===== src/rtl/uart_pkg.sv =====
`default_nettype none
// ============================================================================
// Module      : uart_pkg
// Description : Shared definitions for the oversampled UART receiver:
//               FSM state encoding, oversampling constants and a helper that
//               sizes the sample-tick counter from the stop-bit length.
// Ports       : none (package)
// Revision    : 1.0 - initial release
// ============================================================================
package uart_pkg;

    localparam logic [1:0] IDLE  = 2'd0;
    localparam logic [1:0] START = 2'd1;
    localparam logic [1:0] DATA  = 2'd2;
    localparam logic [1:0] STOP  = 2'd3;

    localparam int OVERSAMPLE = 16;
    localparam int MID_TICK   = 7;

    // Two stop bits need 32 ticks, which no longer fits a 4-bit counter.
    function automatic int cnt_width(input int sb_tick);
        return (sb_tick > 16) ? 5 : 4;
    endfunction

endpackage
`default_nettype wire


===== src/rtl/uart_rx_sync.sv =====
`default_nettype none
// ============================================================================
// Module      : uart_rx_sync
// Description : Multi-flop synchronizer for the asynchronous Rx pin. Resets
//               to 1 so the chain matches an idle (high) line.
// Ports       : Clk    in  system clock
//               Rst_n  in  asynchronous active-low reset
//               d_in   in  raw asynchronous input
//               q_out  out synchronized output
// Revision    : 1.0 - initial release
// ============================================================================
module uart_rx_sync #(
    parameter int SYNC_STAGES = 2
) (
    input  logic Clk,
    input  logic Rst_n,
    input  logic d_in,
    output logic q_out
);

    logic [SYNC_STAGES-1:0] sync_q;
    logic [SYNC_STAGES-1:0] sync_d;

    always_comb begin
        sync_d = {sync_q[SYNC_STAGES-2:0], d_in};
    end

    always_ff @(posedge Clk or negedge Rst_n) begin
        if (!Rst_n) begin
            sync_q <= '1;
        end else begin
            sync_q <= sync_d;
        end
    end

    assign q_out = sync_q[SYNC_STAGES-1];

endmodule
`default_nettype wire


===== src/rtl/uart_rx_oversampled.sv =====
`default_nettype none
// ============================================================================
// Module      : uart_rx_oversampled
// Description : 16x-oversampled UART receiver. Detects the start edge,
//               confirms it at mid-start-bit, samples each data bit mid-bit
//               (LSB first) and checks the stop bit. Good frames update
//               RxData with a one-cycle RxDone; bad stop bits give a
//               one-cycle FrameErr and leave RxData untouched.
// Ports       : Clk      in  system clock
//               Rst_n    in  asynchronous active-low reset
//               Tick     in  16x-baud enable, one Clk wide
//               Rx       in  raw serial input, idle high
//               RxData   out last good byte
//               RxDone   out one-cycle pulse, RxData valid
//               FrameErr out one-cycle pulse, stop bit was low
//               Busy     out receiver not idle
// Revision    : 1.0 - initial release
// ============================================================================
module uart_rx_oversampled #(
    parameter int DBIT        = 8,
    parameter int SB_TICK     = 16,
    parameter int SYNC_STAGES = 2
) (
    input  logic            Clk,
    input  logic            Rst_n,
    input  logic            Tick,
    input  logic            Rx,
    output logic [DBIT-1:0] RxData,
    output logic            RxDone,
    output logic            FrameErr,
    output logic            Busy
);

    import uart_pkg::*;

    localparam int CW = cnt_width(SB_TICK);
    localparam int NW = $clog2(DBIT);

    localparam logic [CW-1:0] C_MID_CNT  = CW'(MID_TICK);
    localparam logic [CW-1:0] C_BIT_END  = CW'(OVERSAMPLE - 1);
    localparam logic [CW-1:0] C_STOP_END = CW'(SB_TICK - 1);
    localparam logic [NW-1:0] C_LAST_BIT = NW'(DBIT - 1);

    logic            rx_s;
    logic [1:0]      state_q,    state_d;
    logic [CW-1:0]   s_cnt_q,    s_cnt_d;
    logic [NW-1:0]   n_cnt_q,    n_cnt_d;
    logic [DBIT-1:0] shreg_q,    shreg_d;
    logic [DBIT-1:0] rx_data_q,  rx_data_d;
    logic            armed_q,    armed_d;
    logic            rx_done_q,  rx_done_d;
    logic            frame_err_q, frame_err_d;

    uart_rx_sync #(
        .SYNC_STAGES (SYNC_STAGES)
    ) u_sync (
        .Clk   (Clk),
        .Rst_n (Rst_n),
        .d_in  (Rx),
        .q_out (rx_s)
    );

    // State and datapath registers
    always_ff @(posedge Clk or negedge Rst_n) begin
        if (!Rst_n) begin
            state_q     <= IDLE;
            s_cnt_q     <= '0;
            n_cnt_q     <= '0;
            shreg_q     <= '0;
            rx_data_q   <= '0;
            armed_q     <= 1'b0;
            rx_done_q   <= 1'b0;
            frame_err_q <= 1'b0;
        end else begin
            state_q     <= state_d;
            s_cnt_q     <= s_cnt_d;
            n_cnt_q     <= n_cnt_d;
            shreg_q     <= shreg_d;
            rx_data_q   <= rx_data_d;
            armed_q     <= armed_d;
            rx_done_q   <= rx_done_d;
            frame_err_q <= frame_err_d;
        end
    end

    // Next-state and datapath logic
    always_comb begin
        state_d     = state_q;
        s_cnt_d     = s_cnt_q;
        n_cnt_d     = n_cnt_q;
        shreg_d     = shreg_q;
        rx_data_d   = rx_data_q;
        rx_done_d   = 1'b0;
        frame_err_d = 1'b0;

        case (state_q)
            IDLE: begin
                // Edge detection runs every Clk; only the counting needs Tick.
                if (armed_q && !rx_s) begin
                    state_d = START;
                    s_cnt_d = '0;
                end
            end
            START: begin
                if (Tick) begin
                    if (s_cnt_q == C_MID_CNT) begin
                        if (!rx_s) begin
                            state_d = DATA;
                            s_cnt_d = '0;
                            n_cnt_d = '0;
                        end else begin
                            state_d = IDLE;
                        end
                    end else begin
                        s_cnt_d = s_cnt_q + CW'(1);
                    end
                end
            end
            DATA: begin
                if (Tick) begin
                    if (s_cnt_q == C_BIT_END) begin
                        shreg_d = {rx_s, shreg_q[DBIT-1:1]};
                        s_cnt_d = '0;
                        if (n_cnt_q == C_LAST_BIT) begin
                            state_d = STOP;
                        end else begin
                            n_cnt_d = n_cnt_q + NW'(1);
                        end
                    end else begin
                        s_cnt_d = s_cnt_q + CW'(1);
                    end
                end
            end
            STOP: begin
                if (Tick) begin
                    if (s_cnt_q == C_STOP_END) begin
                        state_d = IDLE;
                        if (rx_s) begin
                            rx_data_d = shreg_q;
                            rx_done_d = 1'b1;
                        end else begin
                            frame_err_d = 1'b1;
                        end
                    end else begin
                        s_cnt_d = s_cnt_q + CW'(1);
                    end
                end
            end
            default: state_d = IDLE;
        endcase

        // A line held low (break) must go high once before a new frame
        // can start, so arming only happens while sitting in IDLE.
        if (state_d != IDLE) begin
            armed_d = 1'b0;
        end else if (state_q == IDLE && rx_s) begin
            armed_d = 1'b1;
        end else begin
            armed_d = armed_q;
        end
    end

    // Outputs
    always_comb begin
        RxData   = rx_data_q;
        RxDone   = rx_done_q;
        FrameErr = frame_err_q;
        Busy     = (state_q != IDLE);
    end

endmodule
`default_nettype wire


===== config.mk =====
export PLATFORM = sky130hd
export DESIGN_NAME = uart_rx_oversampled
export DESIGN_NICKNAME = d
export VERILOG_FILES = /design/src/rtl/uart_pkg.sv /design/src/rtl/uart_rx_sync.sv /design/src/rtl/uart_rx_oversampled.sv
export SDC_FILE = /design/constraint.sdc
export NUM_CORES = 1
export LEC_CHECK = 0
export CAP_MARGIN = 20
export CORE_UTILIZATION = 49
export DETAILED_ROUTE_END_ITERATION = 8
export GPL_ROUTABILITY_DRIVEN = 0
export PLACE_DENSITY = 0.8
export SLEW_MARGIN = 30
export SYNTH_ARGS = -nofsm -noshare
export SYNTH_HDL_FRONTEND = slang
export SYNTH_SLANG_ARGS = --single-unit
export TNS_END_PERCENT = 100

===== constraint.sdc =====
create_clock -name Clk -period 1.6 [get_ports Clk]
set_input_delay 0.48 -clock Clk [delete_from_list [all_inputs] [get_ports Clk]]
set_output_delay 0.48 -clock Clk [all_outputs]
set_load 0.02 [all_outputs]

==> metrics.md, run 1 <==
| Metric | Value |
|---|---|
| WL/cell | `17.1 um` |
| Yosys warns | `0` |
| Total power | `2.34 mW` |
| Crit-path slowest cell | `dfrtp_1` |
| Fmax | `581 MHz` |
| Critical Path, Cell by Cell | `ha_4 > and3_4 > nand2_2 > or3_4 > buf_6 > mux2_4` |
| CTS sink count | `30` |
| Area delta synth->final | `44.2%` |
| Met3 routed WL | `160 um` |
| Critical Path Sink Type | `flop` |
| Netlist cell types | `34` |
| Vias in the first global route | `1,084` |
| Drt total wl | `3200 um` |
| Cell Pwr Density | `1170 nW/um^2` |
| RR Startpoint | `s_cnt_q[0]` |
| Maximum clock path buffer count | `2` |
| Post-layout min period | `1.72 ns` |
| 1st-iter DRT viols | `24` |
| Post-synth top area share | `50.4%` |
| Core area | `2590 um^2` |
| Crit path DAT | `1.95 ns` |
| Violated checks | `negative setup slack` |
| Fill cells | `160` |
| Max-Cap Viols | `0` |
| Crit path max-delay family | `simple AND/OR/NAND/NOR gates` |
| Post-synth EDFFs | `0` |
| TritonCTS Buffers | `5` |
| Synth Cell Area | `1390 um^2` |
| Worst slew pin tran | `0.379 ns` |
| CP Depth | `6` |
| Synth cell count leaders | `dfrtp_1, mux2_2, mux2_4, nand2_1, o21ai_0` |
| CP Class | `reg2reg` |
| Top post-synthesis cells by area | `dfrtp_1, mux2_2, mux2_4, dfstp_2, ha_1` |
| Port bufs | `14` |
| TritonCTS clock tree | `built` |
| Setup crit start | `s_cnt_q[0]` |
| Clk root buf | `clkbuf_4` |
| Initial antenna violation count | `0` |
| Yosys top cell by area | `dfrtp_1` |
| GR Overflow Total | `0` |
| First-pass GRT wire length | `4960 um` |
| Setup violations, final | `18` |
| Critical path destination | `RxData[5]` |
| DR pass1 iterations | `4` |
| Post-synthesis sequential element count | `30` |
| Gate Count Post-Synth | `107` |
| Final TNS setup | `-1.27 ns` |
| Crit path required time | `1.83 ns` |
| Detail Route Antenna Nets | `0` |
| Outcome | `finished with violations` |
| Vias per cell | `5.55` |
| DIE HEIGHT | `55.3 um` |
| Hold_buf cts | `0` |
| HP Class | `reg2reg` |
| Io pins | `15` |
| Reg2Reg Depth | `6` |
| Detailed Place HPWL | `1860 um` |
| Rows | `18` |
| Worst skew pair latency | `0.34 ns` |
| Top sig layer | `met4` |
| Final Max Slew Viols | `0` |
| Clk slew on worst S/H paths | `0.09 ns` |
| Final-report hold violation count | `0` |
| R2r setup slk | `-0.12 ns` |
| Vias | `1,038` |
| WP buf/inv | `1` |
| Commonest register cell after synthesis | `dfrtp_1` |
| Die width | `55.3 um` |
| Layout Nets | `163` |
| Met1 WL | `1360 um` |
| Drc violations | `0` |
| Maximum vdd drop | `1.33 mV` |
| ANT cells | `0` |
| Largest net degree at the start of global routing | `31` |
| Worst Min Path Start | `u_sync.sync_q[0]` |
| Max incr delay on CP | `0.40 ns` |
| Clock skew | `0.0172 ns` |
| Global Route Usage Sum | `21.4%` |
| Fin Hold WS | `0.367 ns` |
| CP max FO | `5` |
| Syn_nets | `114` |
| CP Launch Type | `flop` |
| Post-synth ARST share | `100%` |
| Leak pwr | `1.05 nW` |
| Slew Limit Headroom | `74.4%` |
| Final worst path period share | `108%` |
| RSZ-0062 raised after global routing | `true` |
| Syn_area_per_cell | `13.0 um^2` |
| Worst setup margin | `-0.121 ns` |
| Sequential fraction of the synthesis area | `54.1%` |
| Worst r2r dst | `RxData[5]` |
| Layout cells sized above 1 | `51.6%` |
| Initial Util | `53.7%` |
| Most frequent cell after synthesis | `dfrtp_1` |
| H-tree level count | `2` |
| DIE AREA | `3060 um^2` |
| WL met2 | `1640 um` |
==> worst min-delay path by stage <==
stage | endpoint | slack (ns) | cells after the start
floorplan | FrameErr | 0.18 | 0
global route | u_sync.sync_q[1] | 0.37 | 0
CTS | u_sync.sync_q[1] | 0.37 | 0
finish | u_sync.sync_q[1] | 0.37 | 0
detailed placement | u_sync.sync_q[1] | 0.35 | 0
global placement | u_sync.sync_q[1] | 0.35 | 0
==> routing by layer <==
layer	vias to the layer above	track usage, %
li1	485	-
met1	517	25.7
met2	32	36.3
met3	4	7.26
met4	0	6.43
met5	-	0
==> registers in the layout, indices dropped and copies added (netlist names) <==
register,flops
FrameErr,1
RxData,8
RxDone,1
armed_q,1
n_cnt_q,3
s_cnt_q,4
shreg_q,8
state_q,2
u_sync.sync_q,2
==> worst reg2reg max path: stages (launching register included) <==
cell,delay (ns)
dfrtp_1,0.40
ha_4,0.15
and3_4,0.19
nand2_2,0.06
or3_4,0.38
buf_6,0.15
mux2_4,0.30
==> area by class of cell <==
| type | count | area [um^2] | area share (%) |
|---|---|---|---|
| sequential | 30 | 753 | 37.5 |
| multi-input combinational | 69 | 712 | 35.5 |
| timing repair buffer | 47 | 408 | 20.3 |
| clock buffer | 7 | 55.1 | 2.74 |
| tap | 30 | 37.5 | 1.87 |
| clock inverter | 1 | 30.0 | 1.50 |
| inverter | 3 | 11.3 | 0.561 |
==> where the power goes <==
| part | switching, mW | total [mW] | internal (mW) |
|---|---|---|---|
| sequential | 0.0610 | 0.884 | 0.823 |
| clock | 0.259 | 0.632 | 0.373 |
| combinational | 0.384 | 0.826 | 0.443 |
| total | 0.704 | 2.34 | 1.64 |
==> cell usage in the layout, fill, tap and decap left out, types with 3 or more instances in the layout <==
cell / n
inv_1: 3
nand2_1: 4
mux2_2: 4
mux2_4: 16
buf_6: 7
dfrtp_1: 28
buf_4: 25
clkbuf_4: 5
o21ai_0: 4
dlygate4sd2_1: 11
==> stage by stage <==
stage / cell area, um^2 / std cells / utilization [%] / setup slack [ns]
floorplan: 1410 / 107 / - / -0.110
global placement: 1740 / 169 / 67.1 / -0.556
detailed placement: 1740 / 169 / 67.1 / -0.589
CTS: 1900 / 184 / 73.4 / -0.118
global route: 2010 / 187 / 77.5 / -0.178
finish: 2010 / 187 / 77.5 / -0.121
==> timing repair <==
| action | in CTS | in global routing |
|---|---|---|
| cloned | 1 | 0 |
| endpoints found under the setup margin | 34 | 26 |
| setup buffers | 6 | 3 |
| hold endpoints to repair | 0 | 0 |
| pin swaps | 5 | 2 |
| gates resized for setup | 25 | 23 |
==> cells by family after synthesis <==
group                      synth area share [%]
buffers and inverters                      3.24
muxes                                      18.3
DFF                                        54.1
and+or+nand+nor                            13.0
adders and majority gates                  2.70
AOI/OAI and AO/OA                          7.28
xor gates and xnor gates                   1.26
No activity file was read; power rests on OpenSTA's default activity.
==> inputs of run 2 (changes only) <==
--- a/config.mk
+++ b/config.mk
@@ -7,6 +7,7 @@
 export LEC_CHECK = 0
 export CAP_MARGIN = 20
 export CORE_UTILIZATION = 49
+export CTS_CLUSTER_DIAMETER = 30
 export DETAILED_ROUTE_END_ITERATION = 8
 export GPL_ROUTABILITY_DRIVEN = 0
 export PLACE_DENSITY = 0.8
@@ -14,4 +15,4 @@
 export SYNTH_ARGS = -nofsm -noshare
 export SYNTH_HDL_FRONTEND = slang
 export SYNTH_SLANG_ARGS = --single-unit
-export TNS_END_PERCENT = 100
+export TNS_END_PERCENT = 10
==> metrics.md, run 2 (same netlist as run 1, synthesis figures left out) <==
| Metric | Value |
|---|---|
| Outcome | `finished with violations` |
| Violated checks | `negative setup slack` |
| Worst skew pair latency | `0.33 ns` |
| Initial Util | `53.7%` |
| Io pins | `15` |
| Layout cells sized above 1 | `44.7%` |
| Crit path DAT | `1.91 ns` |
| Initial antenna violation count | `0` |
| CP max FO | `9` |
| CP Class | `reg2reg` |
| Final core utilization | `69.1%` |
| GR Overflow Total | `0` |
| Max-Cap Viols | `0` |
| Post-layout min period | `1.69 ns` |
| Clk root buf | `clkbuf_4` |
| TritonCTS clock tree | `built` |
| DR pass1 iterations | `4` |
| Final-report hold violation count | `0` |
| ANT cells | `0` |
| Maximum vdd drop | `0.976 mV` |
| Most common cell after layout, fill and taps aside | `dfrtp_1` |
| Hold_buf cts | `0` |
| Vias in the first global route | `1,058` |
| 1st-iter DRT viols | `19` |
| Worst slew pin tran | `0.365 ns` |
| Worst setup margin | `-0.0865 ns` |
| Clk slew on worst S/H paths | `0.10 ns` |
| Layout Nets | `147` |
| Slew Limit Headroom | `75.3%` |
| Drt total wl | `2650 um` |
| Core area | `2590 um^2` |
| Final worst path period share | `105%` |
| DIE AREA | `3060 um^2` |
| DIE HEIGHT | `55.3 um` |
| Fill cells | `192` |
| Final TNS setup | `-0.767 ns` |
| Die width | `55.3 um` |
| Cell Pwr Density | `1130 nW/um^2` |
| Final Max Slew Viols | `0` |
| Setup violations, final | `11` |
| Area delta synth->final | `28.6%` |
| Leak pwr | `0.922 nW` |
| Drc violations | `0` |
| Detailed Place HPWL | `1910 um` |
| Worst slack, placed | `-0.573 ns` |
| Rows | `18` |
| Vias | `943` |
| First-pass GRT wire length | `4750 um` |
| Fmax | `593 MHz` |
| Commonest non-fill, non-tap cells in the layout | `dfrtp_1, buf_4, mux2_2` |
| Vias per cell | `5.51` |
| Largest net degree at the start of global routing | `31` |
| Clock skew | `0.00888 ns` |
| Global Route Usage Sum | `20.0%` |
| Port bufs | `14` |
| TritonCTS Buffers | `5` |
| CP Launch Type | `flop` |
| RSZ-0062 raised after global routing | `true` |
| HP Class | `reg2reg` |
| CTS sink count | `30` |
| Crit path required time | `1.83 ns` |
| Detail Route Antenna Nets | `0` |
| WL/cell | `15.5 um` |
| H-tree level count | `2` |
| Critical Path Sink Type | `flop` |
| Maximum clock path buffer count | `2` |
-- run 2: worst paths after layout --
kind	from	endpoint	slack, ns	cells past startpoint
max	s_cnt_q[0]	RxData[7]	-0.09	6
min	u_sync.sync_q[0]	u_sync.sync_q[1]	0.37	0
max reg2reg	s_cnt_q[0]	RxData[7]	-0.09	6
min reg2reg	u_sync.sync_q[0]	u_sync.sync_q[1]	0.37	0
max in group asynchronous	Rst_n	u_sync.sync_q[1]	0.88	2
min in group asynchronous	Rst_n	shreg_q[4]	0.50	2
-- run 2: what timing repair did --
action                                  CTS  global route
setup buffers                             0             0
pin swaps                                 3             2
endpoints found under the setup margin   35            26
gates resized for setup                  20            10
-- run 2: layout make-up --
| cell class | instances | area (um^2) | share of cell area (%) |
|---|---|---|---|
| flip-flops and latches | 30 | 753 | 42.1 |
| inverters | 3 | 11.3 | 0.629 |
| clock buffers | 6 | 51.3 | 2.87 |
| well taps | 30 | 37.5 | 2.10 |
| repair buffers | 31 | 270 | 15.1 |
| multi-input cells | 69 | 653 | 36.5 |
| clock inverters | 2 | 12.5 | 0.699 |
-- run 2: where the power goes --
group	total [mW]	switching (mW)	internal (mW)
Combinational	0.646	0.328	0.318
Sequential	0.883	0.0599	0.823
Clock	0.486	0.275	0.211
Total	2.01	0.663	1.35
-- run 2: routing by layer --
| metal | vias to the layer above | wire length [um] | global-route usage (%) |
|---|---|---|---|
| met2 | 12 | 1320 | 33.4 |
| met3 | 7 | 93 | 6.09 |
| met1 | 468 | 1200 | 24.2 |
| met4 | 0 | 36 | 7.50 |
| li1 | 456 | - | - |
| met5 | - | 0 | 0 |
-- run 2: metrics by stage --
step           total power, mW  cell area, um^2  hold WS, ns  cells
2_1_floorplan             1.25             1400        0.184    107
3_3_place_gp              1.45             1690        0.346    163
3_5_place_dp              1.49             1690        0.353    163
4_1_cts                   2.00             1770        0.369    171
5_1_grt                   2.14             1790        0.369    171
6_report                  2.01             1790        0.366    171
-- run 2: critical path: stages, from the launching register on --
cell	delay, ns
dfrtp_1	0.41
ha_4	0.15
and3_4	0.18
nand2_2	0.05
or3_1	0.35
buf_6	0.16
mux2_4	0.30
